## config.mk

```make
export PLATFORM = sky130hd
export DESIGN_NAME = task_packet_engine
export DESIGN_NICKNAME = d
export VERILOG_FILES = /design/src/rtl/task_pkg.sv /design/src/rtl/task_packet_buffer.sv /design/src/rtl/task_packet_engine.sv
export SDC_FILE = /design/constraint.sdc
export NUM_CORES = 1
export LEC_CHECK = 0
export ABC_CLOCK_PERIOD_IN_PS = 5900
export CAP_MARGIN = 20
export CORE_ASPECT_RATIO = 2
export CORE_MARGIN = 3
export CORE_UTILIZATION = 63
export CTS_CLUSTER_SIZE = 16
export DETAILED_ROUTE_END_ITERATION = 6
export DONT_BUFFER_PORTS = 1
export PLACE_DENSITY = 0.79
export SLEW_MARGIN = 40
export SYNTH_ARGS = -nofsm -noshare
export SYNTH_HDL_FRONTEND = slang
export SYNTH_SLANG_ARGS = --single-unit
```

## constraint.sdc

```tcl
create_clock -name i_clk -period 5.9 [get_ports i_clk]
set_clock_uncertainty 0.15 [all_clocks]
set_input_delay 1.18 -clock i_clk [delete_from_list [all_inputs] [get_ports i_clk]]
set_output_delay 1.18 -clock i_clk [all_outputs]
set_load 0.05 [all_outputs]
```

## src/rtl/task_pkg.sv

```systemverilog
// Shared types, transform selectors and helpers for the task packet engine.
package task_pkg;

  typedef enum logic [1:0] {
    ST_REQUEST = 2'd0,
    ST_PREP    = 2'd1,
    ST_ANSWER  = 2'd2
  } task_state_t;

  localparam int MODE_PASS     = 0;
  localparam int MODE_BYTE_REV = 1;
  localparam int MODE_WORD_REV = 2;
  localparam int MODE_SUM      = 3;

  // Answer length in bytes for a packet of the given word count.
  function automatic logic [31:0] packet_bytes(input logic [31:0] words,
                                               input logic [31:0] bytes_per_word);
    return words * bytes_per_word;
  endfunction

endpackage

```

## src/rtl/task_packet_buffer.sv

```systemverilog
// Packet word store: simple dual-port RAM, one write and one registered read per cycle.
module task_packet_buffer #(
  parameter int DATA_W = 32,
  parameter int DEPTH  = 16,
  parameter int AW     = 4
) (
  input  logic              clk,
  input  logic              wr_en,
  input  logic [AW-1:0]     wr_addr,
  input  logic [DATA_W-1:0] wr_data,
  input  logic [AW-1:0]     rd_addr,
  output logic [DATA_W-1:0] rd_data
);

  logic [DATA_W-1:0] mem_r [DEPTH];
  logic [DATA_W-1:0] rd_data_r;

  // Write port and registered read port; contents are never reset.
  always_ff @(posedge clk) begin
    if (wr_en) begin
      mem_r[wr_addr] <= wr_data;
    end
    rd_data_r <= mem_r[rd_addr];
  end

  assign rd_data = rd_data_r;

endmodule

```

## src/rtl/task_packet_engine.sv

```systemverilog
// Captures an input packet, then streams a transformed answer packet back
// under a ready/accept handshake.
module task_packet_engine #(
  parameter int DATA_W            = 32,
  parameter int DEPTH             = 16,
  parameter int MODE              = 0,
  parameter int PACKET_SIZE_WIDTH = 8
) (
  input  logic                         i_clk,
  input  logic                         i_rst,
  output logic                         o_task_data_request,
  input  logic                         i_task_data_valid,
  input  logic [DATA_W-1:0]            i_task_data,
  input  logic                         i_task_data_last,
  output logic                         o_task_answer_ready,
  output logic [DATA_W-1:0]            o_task_answer_data,
  output logic                         o_task_answer_data_last,
  output logic [PACKET_SIZE_WIDTH-1:0] o_task_answer_packet_size_in_bytes,
  input  logic                         i_task_answer_accept,
  output logic                         o_overflow,
  output logic [15:0]                  o_packets_done
);

  import task_pkg::*;

  localparam int AW = (DEPTH > 1) ? $clog2(DEPTH) : 1;
  localparam int CW = $clog2(DEPTH + 1);

  task_state_t state_r;
  task_state_t state_s;

  logic [CW-1:0]                count_r;
  logic [CW-1:0]                idx_r;
  logic [CW-1:0]                rd_idx_s;
  logic [CW-1:0]                rd_word_s;
  logic [AW-1:0]                rd_addr_s;
  logic [DATA_W-1:0]            rd_data_s;
  logic                         wr_en_s;
  logic                         ovf_s;
  logic                         accept_s;
  logic                         request_s;
  logic                         ready_r;
  logic                         last_r;
  logic [PACKET_SIZE_WIDTH-1:0] size_r;
  logic                         overflow_r;
  logic [15:0]                  done_r;
  logic [DATA_W-1:0]            sum_r;
  logic [DATA_W-1:0]            xform_s;
  logic [DATA_W-1:0]            answer_data_s;
  logic [31:0]                  bytes_s;

  function automatic logic [DATA_W-1:0] byte_rev(input logic [DATA_W-1:0] w);
    logic [DATA_W-1:0] r;
    r = '0;
    for (int b = 0; b < DATA_W / 8; b++) begin
      r[8*b +: 8] = w[DATA_W-8-8*b +: 8];
    end
    return r;
  endfunction

  assign accept_s = ready_r & i_task_answer_accept;
  assign wr_en_s  = (state_r == ST_REQUEST) && i_task_data_valid && (count_r < CW'(DEPTH));
  assign ovf_s    = (state_r == ST_REQUEST) && i_task_data_valid && (count_r == CW'(DEPTH));
  assign bytes_s  = packet_bytes(32'(count_r), 32'(DATA_W / 8));

  task_packet_buffer #(
    .DATA_W (DATA_W),
    .DEPTH  (DEPTH),
    .AW     (AW)
  ) u_buffer (
    .clk     (i_clk),
    .wr_en   (wr_en_s),
    .wr_addr (count_r[AW-1:0]),
    .wr_data (i_task_data),
    .rd_addr (rd_addr_s),
    .rd_data (rd_data_s)
  );

  // State register.
  always_ff @(posedge i_clk) begin
    if (!i_rst) begin
      state_r <= ST_REQUEST;
    end else begin
      state_r <= state_s;
    end
  end

  // Next-state logic.
  always_comb begin
    state_s = state_r;
    case (state_r)
      ST_REQUEST: begin
        if (i_task_data_valid && i_task_data_last) state_s = ST_PREP;
        else                                       state_s = ST_REQUEST;
      end
      ST_PREP:    state_s = ST_ANSWER;
      ST_ANSWER: begin
        if (accept_s && last_r) state_s = ST_REQUEST;
        else                    state_s = ST_ANSWER;
      end
      default:    state_s = ST_REQUEST;
    endcase
  end

  // Read prefetch: the RAM always fetches the word to be shown next cycle,
  // so an accepted word is replaced without a bubble.
  always_comb begin
    rd_idx_s = '0;
    if (state_r == ST_ANSWER) begin
      if (accept_s) rd_idx_s = idx_r + CW'(1);
      else          rd_idx_s = idx_r;
    end else begin
      rd_idx_s = '0;
    end
    if (MODE == MODE_WORD_REV) rd_word_s = count_r - CW'(1) - rd_idx_s;
    else                       rd_word_s = rd_idx_s;
    rd_addr_s = rd_word_s[AW-1:0];
  end

  // Output decode: request flag and transformed, ready-gated answer word.
  always_comb begin
    request_s = (state_r == ST_REQUEST);
    case (MODE)
      MODE_BYTE_REV: xform_s = byte_rev(rd_data_s);
      MODE_SUM:      xform_s = sum_r + rd_data_s;
      default:       xform_s = rd_data_s;
    endcase
    if (ready_r) answer_data_s = xform_s;
    else         answer_data_s = '0;
  end

  // Counters, handshake registers and the running-sum accumulator.
  always_ff @(posedge i_clk) begin
    if (!i_rst) begin
      count_r    <= '0;
      idx_r      <= '0;
      ready_r    <= 1'b0;
      last_r     <= 1'b0;
      size_r     <= '0;
      overflow_r <= 1'b0;
      done_r     <= 16'd0;
      sum_r      <= '0;
    end else begin
      case (state_r)
        ST_REQUEST: begin
          if (wr_en_s) count_r <= count_r + CW'(1);
          if (ovf_s)   overflow_r <= 1'b1;
        end
        ST_PREP: begin
          ready_r <= 1'b1;
          idx_r   <= '0;
          last_r  <= (count_r == CW'(1));
          size_r  <= bytes_s[PACKET_SIZE_WIDTH-1:0];
          sum_r   <= '0;
        end
        ST_ANSWER: begin
          if (accept_s) begin
            if (last_r) begin
              ready_r <= 1'b0;
              last_r  <= 1'b0;
              size_r  <= '0;
              count_r <= '0;
              idx_r   <= '0;
              done_r  <= done_r + 16'd1;
            end else begin
              idx_r  <= idx_r + CW'(1);
              last_r <= ((idx_r + CW'(2)) == count_r);
              sum_r  <= sum_r + rd_data_s;
            end
          end
        end
        default: begin
          ready_r <= 1'b0;
        end
      endcase
    end
  end

  assign o_task_data_request                = request_s;
  assign o_task_answer_ready                = ready_r;
  assign o_task_answer_data                 = answer_data_s;
  assign o_task_answer_data_last            = last_r;
  assign o_task_answer_packet_size_in_bytes = size_r;
  assign o_overflow                         = overflow_r;
  assign o_packets_done                     = done_r;

endmodule

```

==> impl_metrics.csv <==
group,metric,value,unit
sta,grt_setup_unrepaired,"false",
sta,worst_slack,1980,ps
synth,cell_with_the_most_instances_after_synthesis,"sky130_fd_sc_hd__edfxtp_1",
clock_network,worstSkewPairLatency,570,ps
global_routing,grt_max_degree,163,
routing,route.vias.total,14200,
synth,synthesized_area_per_cell,14.4,um^2
min_path,holdPathEnd,"o_task_answer_packet_size_in_bytes[6]$_SDFFE_PN0P_",
cells_and_area,fin_nets,1619,
clock_network,clockRootBuffer,"sky130_fd_sc_hd__clkbuf_16",
sta,min_period_over_period,66.4,%
synth,async_reset_ff_share,0,%
clock_network,ctsHtreeMaxLevel,2,
floorplan,chipWidth,142,um
synth,post_synth_edffs,512,
global_routing,grt_usage,28.3,%
cells_and_area,n_diodes,0,
setup_path,critPathMaxStageDelay,740,ps
setup_path,worst-path-max-fanout,61,
placement,detailedPlace.worstSlack,1630,ps
setup_path,cpMostUsedCell,"sky130_fd_sc_hd__buf_4",
clock_network,clock_sinks,580,
clock_network,cts_tree,"done",
placement,dpl_cell_area,23800,um^2
power,power.share.clock,40.4,%
min_path,hold_depth,2,
setup_path,cp_cell_sequence,"buf_4 > a21bo_4 > a21o_4 > buf_4 > nand2_1 > a311oi_1 > or4_1",
setup_path,worstRegToRegCells,7,
setup_path,crit_type,"reg -> reg",
placement,buffer_ports.inserted,0,
power,total_leakage_power,8.44,nW
floorplan,core_area,36000,um^2
setup_path,required,6270,ps
setup_path,worstPathArrival,4280,ps
synth,netlist_instances,1615,
placement,place.detailed.instances,1976,
min_path,timing.hold.worst.class,"reg -> reg",
power,netSwitchingFraction,19.6,%
sta,timing.final.setup_violations,0,
sta,fin_tns_setup,0,ps
floorplan,num_rows,98,
synth,yosys_register_bits,580,
floorplan,die_y,278,um
clock_network,clock_tree.buffer_depth,3,
synth,netlist_top_cells_area,"sky130_fd_sc_hd__edfxtp_1 (66%), sky130_fd_sc_hd__dfxtp_1 (5.9%), sky130_fd_sc_hd__a311oi_1 (4.8%)",
setup_path,kind_of_end_point_of_the_critical_path,"flop",
cells_and_area,area_delta_synth_final,9.31,%
power,p_sw,0.00155,W
global_routing,grt_first_pass_wirelength,85200,um
setup_path,critical_path.slowest_cell,"sky130_fd_sc_hd__a21bo_4",
setup_path,critical_path.reg2reg.startpoint,"o_task_answer_ready$_SDFFE_PN0P_",
synth,synth_commonest_cells,"sky130_fd_sc_hd__edfxtp_1 (512), sky130_fd_sc_hd__nand2_1 (283), sky130_fd_sc_hd__and3_1 (132)",
power,comb_power_share,2.5,%
cells_and_area,drive_above_1_share,11.0,%
power,part_of_the_power_in_registers,57.2,%
cells_and_area,final-instance-count-excl-fill,2064,
global_routing,globalRoute.totalOverflow,0,
synth,synth-seq-area-share,72.0,%
setup_path,startpoint_type,"flop",
setup_path,reg_to_reg_critical_path_endpoint,"u_buffer.rd_data[28]$_DFF_P_",
run,drv_cap,0,
clock_network,cts_buffers,47,
global_routing,antenna_found_initial,0,
floorplan,design.die.area,39400,um^2
sta,tightest_slew,887,ps
routing,number_of_routed_nets_with_antenna_violations,0,
routing,route.final.wire_length,56100,um
setup_path,cp-startpoint,"o_task_answer_ready$_SDFFE_PN0P_",
power,power.internal,0.00639,W
sta,max_freq,0.255,GHz
clock_network,ctsResizeCount,0,
sta,relSlewSlack,40.6,%
routing,final_routed_wire_length_divided_by_cell_count,27.2,um
global_routing,grt_pass1_vias,14500,
setup_path,cp.depth,7,
sta,layout_min_cycle_time,3920,ps
routing,routed_via_density,6.89,
setup_path,critical_path_buf_inv_count,2,
sta,finalMaxSlewViolations,0,
min_path,hold_path_startpoint,"count_r[4]$_SDFFE_PN0P_",
setup_path,cpLargestDelayFamily,"compound AO/OA/AOI/OAI gates",
routing,drt-pass1-iter-count,5,
clock_network,path_clk_slew,70,ps
synth,synth.top_cell.area_share,66.2,%
run_status,run_status,"finished, final reports clean",
floorplan,start_util,64.4,%
synth,synth.distinct_cells,51,
placement,final_replace_weighted_congestion,0.795,
power,vdd.ir_drop.worst,0.308,mV
setup_path,ff2ff_setup_slack,1980,ps
synth,yosysTopAreaCell,"sky130_fd_sc_hd__edfxtp_1",
routing,drc,0,
clock_network,post_cts_hold_buffer_count,0,
power,power.density_cell_area,313,nW/um^2
synth,synthFlopType,"sky130_fd_sc_hd__edfxtp_1",
sta,hold_violations_final,0,
routing,drt_first_iter_violations,1508,
cells_and_area,fin_area,25400,um^2
floorplan,io_pins,97,
clock_network,cts.repair_timing.setup_buffer_count,0,
synth,yosysWarnings,0,
synth,post_synth_instance_area,23200,um^2
placement,detailedPlacementHpwl,31200,um
## metal layers
| metal | track usage [%] | wire [um] | up-vias |
|---|---|---|---|
| li1 | - | - | 6149 |
| met1 | 34.7 | 19600 | 7174 |
| met2 | 49.5 | 30200 | 753 |
| met3 | 4.55 | 4130 | 150 |
| met4 | 11.8 | 2200 | 0 |
| met5 | 0 | 0 | - |
## worst min-delay path, stage by stage (launching register included)
cell and delay (ps):
sky130_fd_sc_hd__dfxtp_1 380, sky130_fd_sc_hd__nand2_1 90, sky130_fd_sc_hd__a21boi_0 80
## kinds of logic after synthesis
| kind of cell | share of synthesized area, % |
|---|---|
| adders and majority gates | 0.377 |
| AOI/OAI and AO/OA | 10.6 |
| other | 0.0161 |
| xor gates and xnor gates | 1.02 |
| muxes | 0.0431 |
| DFF | 72.0 |
| buffers and inverters | 3.43 |
| and+or+nand+nor | 12.4 |
## layout make-up
| class | count | area, um^2 |
|---|---|---|
| Clock buffer | 68 | 1320 |
| Clock inverter | 20 | 264 |
| Fill cell | 2256 | 10700 |
| Inverter | 5 | 18.8 |
| Multi-Input combinational cell | 901 | 5900 |
| Sequential cell | 580 | 16700 |
| Tap cell | 450 | 563 |
| Timing Repair Buffer | 40 | 594 |
## how the worst max path moves through the flow
| stage | end | slack, ps |
|---|---|---|
| 2_1_floorplan | u_buffer.mem_r[3][0]$_DFFE_PP_ | 1000 |
| 3_3_place_gp | u_buffer.mem_r[7][10]$_DFFE_PP_ | 1670 |
| 3_5_place_dp | u_buffer.rd_data[13]$_DFF_P_ | 1630 |
| 4_1_cts | u_buffer.rd_data[12]$_DFF_P_ | 1780 |
| 5_1_grt | u_buffer.rd_data[7]$_DFF_P_ | 1790 |
| 6_report | u_buffer.rd_data[28]$_DFF_P_ | 1980 |
## metrics by stage
| step | util, % | hold WS (ps) | power (W) |
|---|---|---|---|
| after global routing | 70.4 | 498 | 0.00815 |
| after global placement | 64.9 | 409 | 0.00482 |
| after CTS | 70.4 | 442 | 0.00798 |
| final | 70.4 | 446 | 0.00795 |
| after floorplan | - | 355 | 0.00477 |
| after detailed placement | 66.0 | 430 | 0.00483 |
## cells in the final DEF, fill, tap and decap left out, drive strengths merged, types with 2 or more instances in the layout
| cell type | instances |
|---|---|
| edfxtp | 512 |
| nand2 | 283 |
| and3 | 138 |
| a311oi | 128 |
| a211oi | 128 |
| dfxtp | 68 |
| clkbuf | 68 |
| and2 | 51 |
| buf | 40 |
| or4 | 32 |
| nor2 | 21 |
| xnor2 | 15 |
| nand3 | 15 |
| xor2 | 12 |
| o21ai | 10 |
| a21boi | 8 |
| clkinv | 8 |
| inv | 8 |
| nor3 | 8 |
| nor2b | 7 |
| ha | 7 |
| nand4 | 6 |
| bufinv | 6 |
| nand2b | 4 |
| a21oi | 4 |
| and4 | 3 |
| conb | 3 |
| clkinvlp | 3 |
| nor3b | 2 |
| a31oi | 2 |
| a41oi | 2 |
| nor4 | 2 |
| nand3b | 2 |
## sequential cells by signal, indices dropped and copies added (netlist names), 2 cells and up
| name | cells |
|---|---|
| idx_r | 5 |
| o_task_answer_packet_size_in_bytes | 5 |
| u_buffer.mem_r | 512 |
| count_r | 5 |
| state_r | 2 |
| u_buffer.rd_data | 32 |
| o_packets_done | 16 |
## power groups by stage
stage | registers, W | logic (W) | clock network, W
6_report | 0.00454 | 0.000197 | 0.00321
5_1_grt | 0.00454 | 0.000210 | 0.00340
4_1_cts | 0.00454 | 0.000197 | 0.00324
3_5_place_dp | 0.00463 | 0.000195 | 0
3_3_place_gp | 0.00463 | 0.000190 | 0
2_1_floorplan | 0.00463 | 0.000143 | 0
Note: power is estimated with default switching activity, not from simulation.
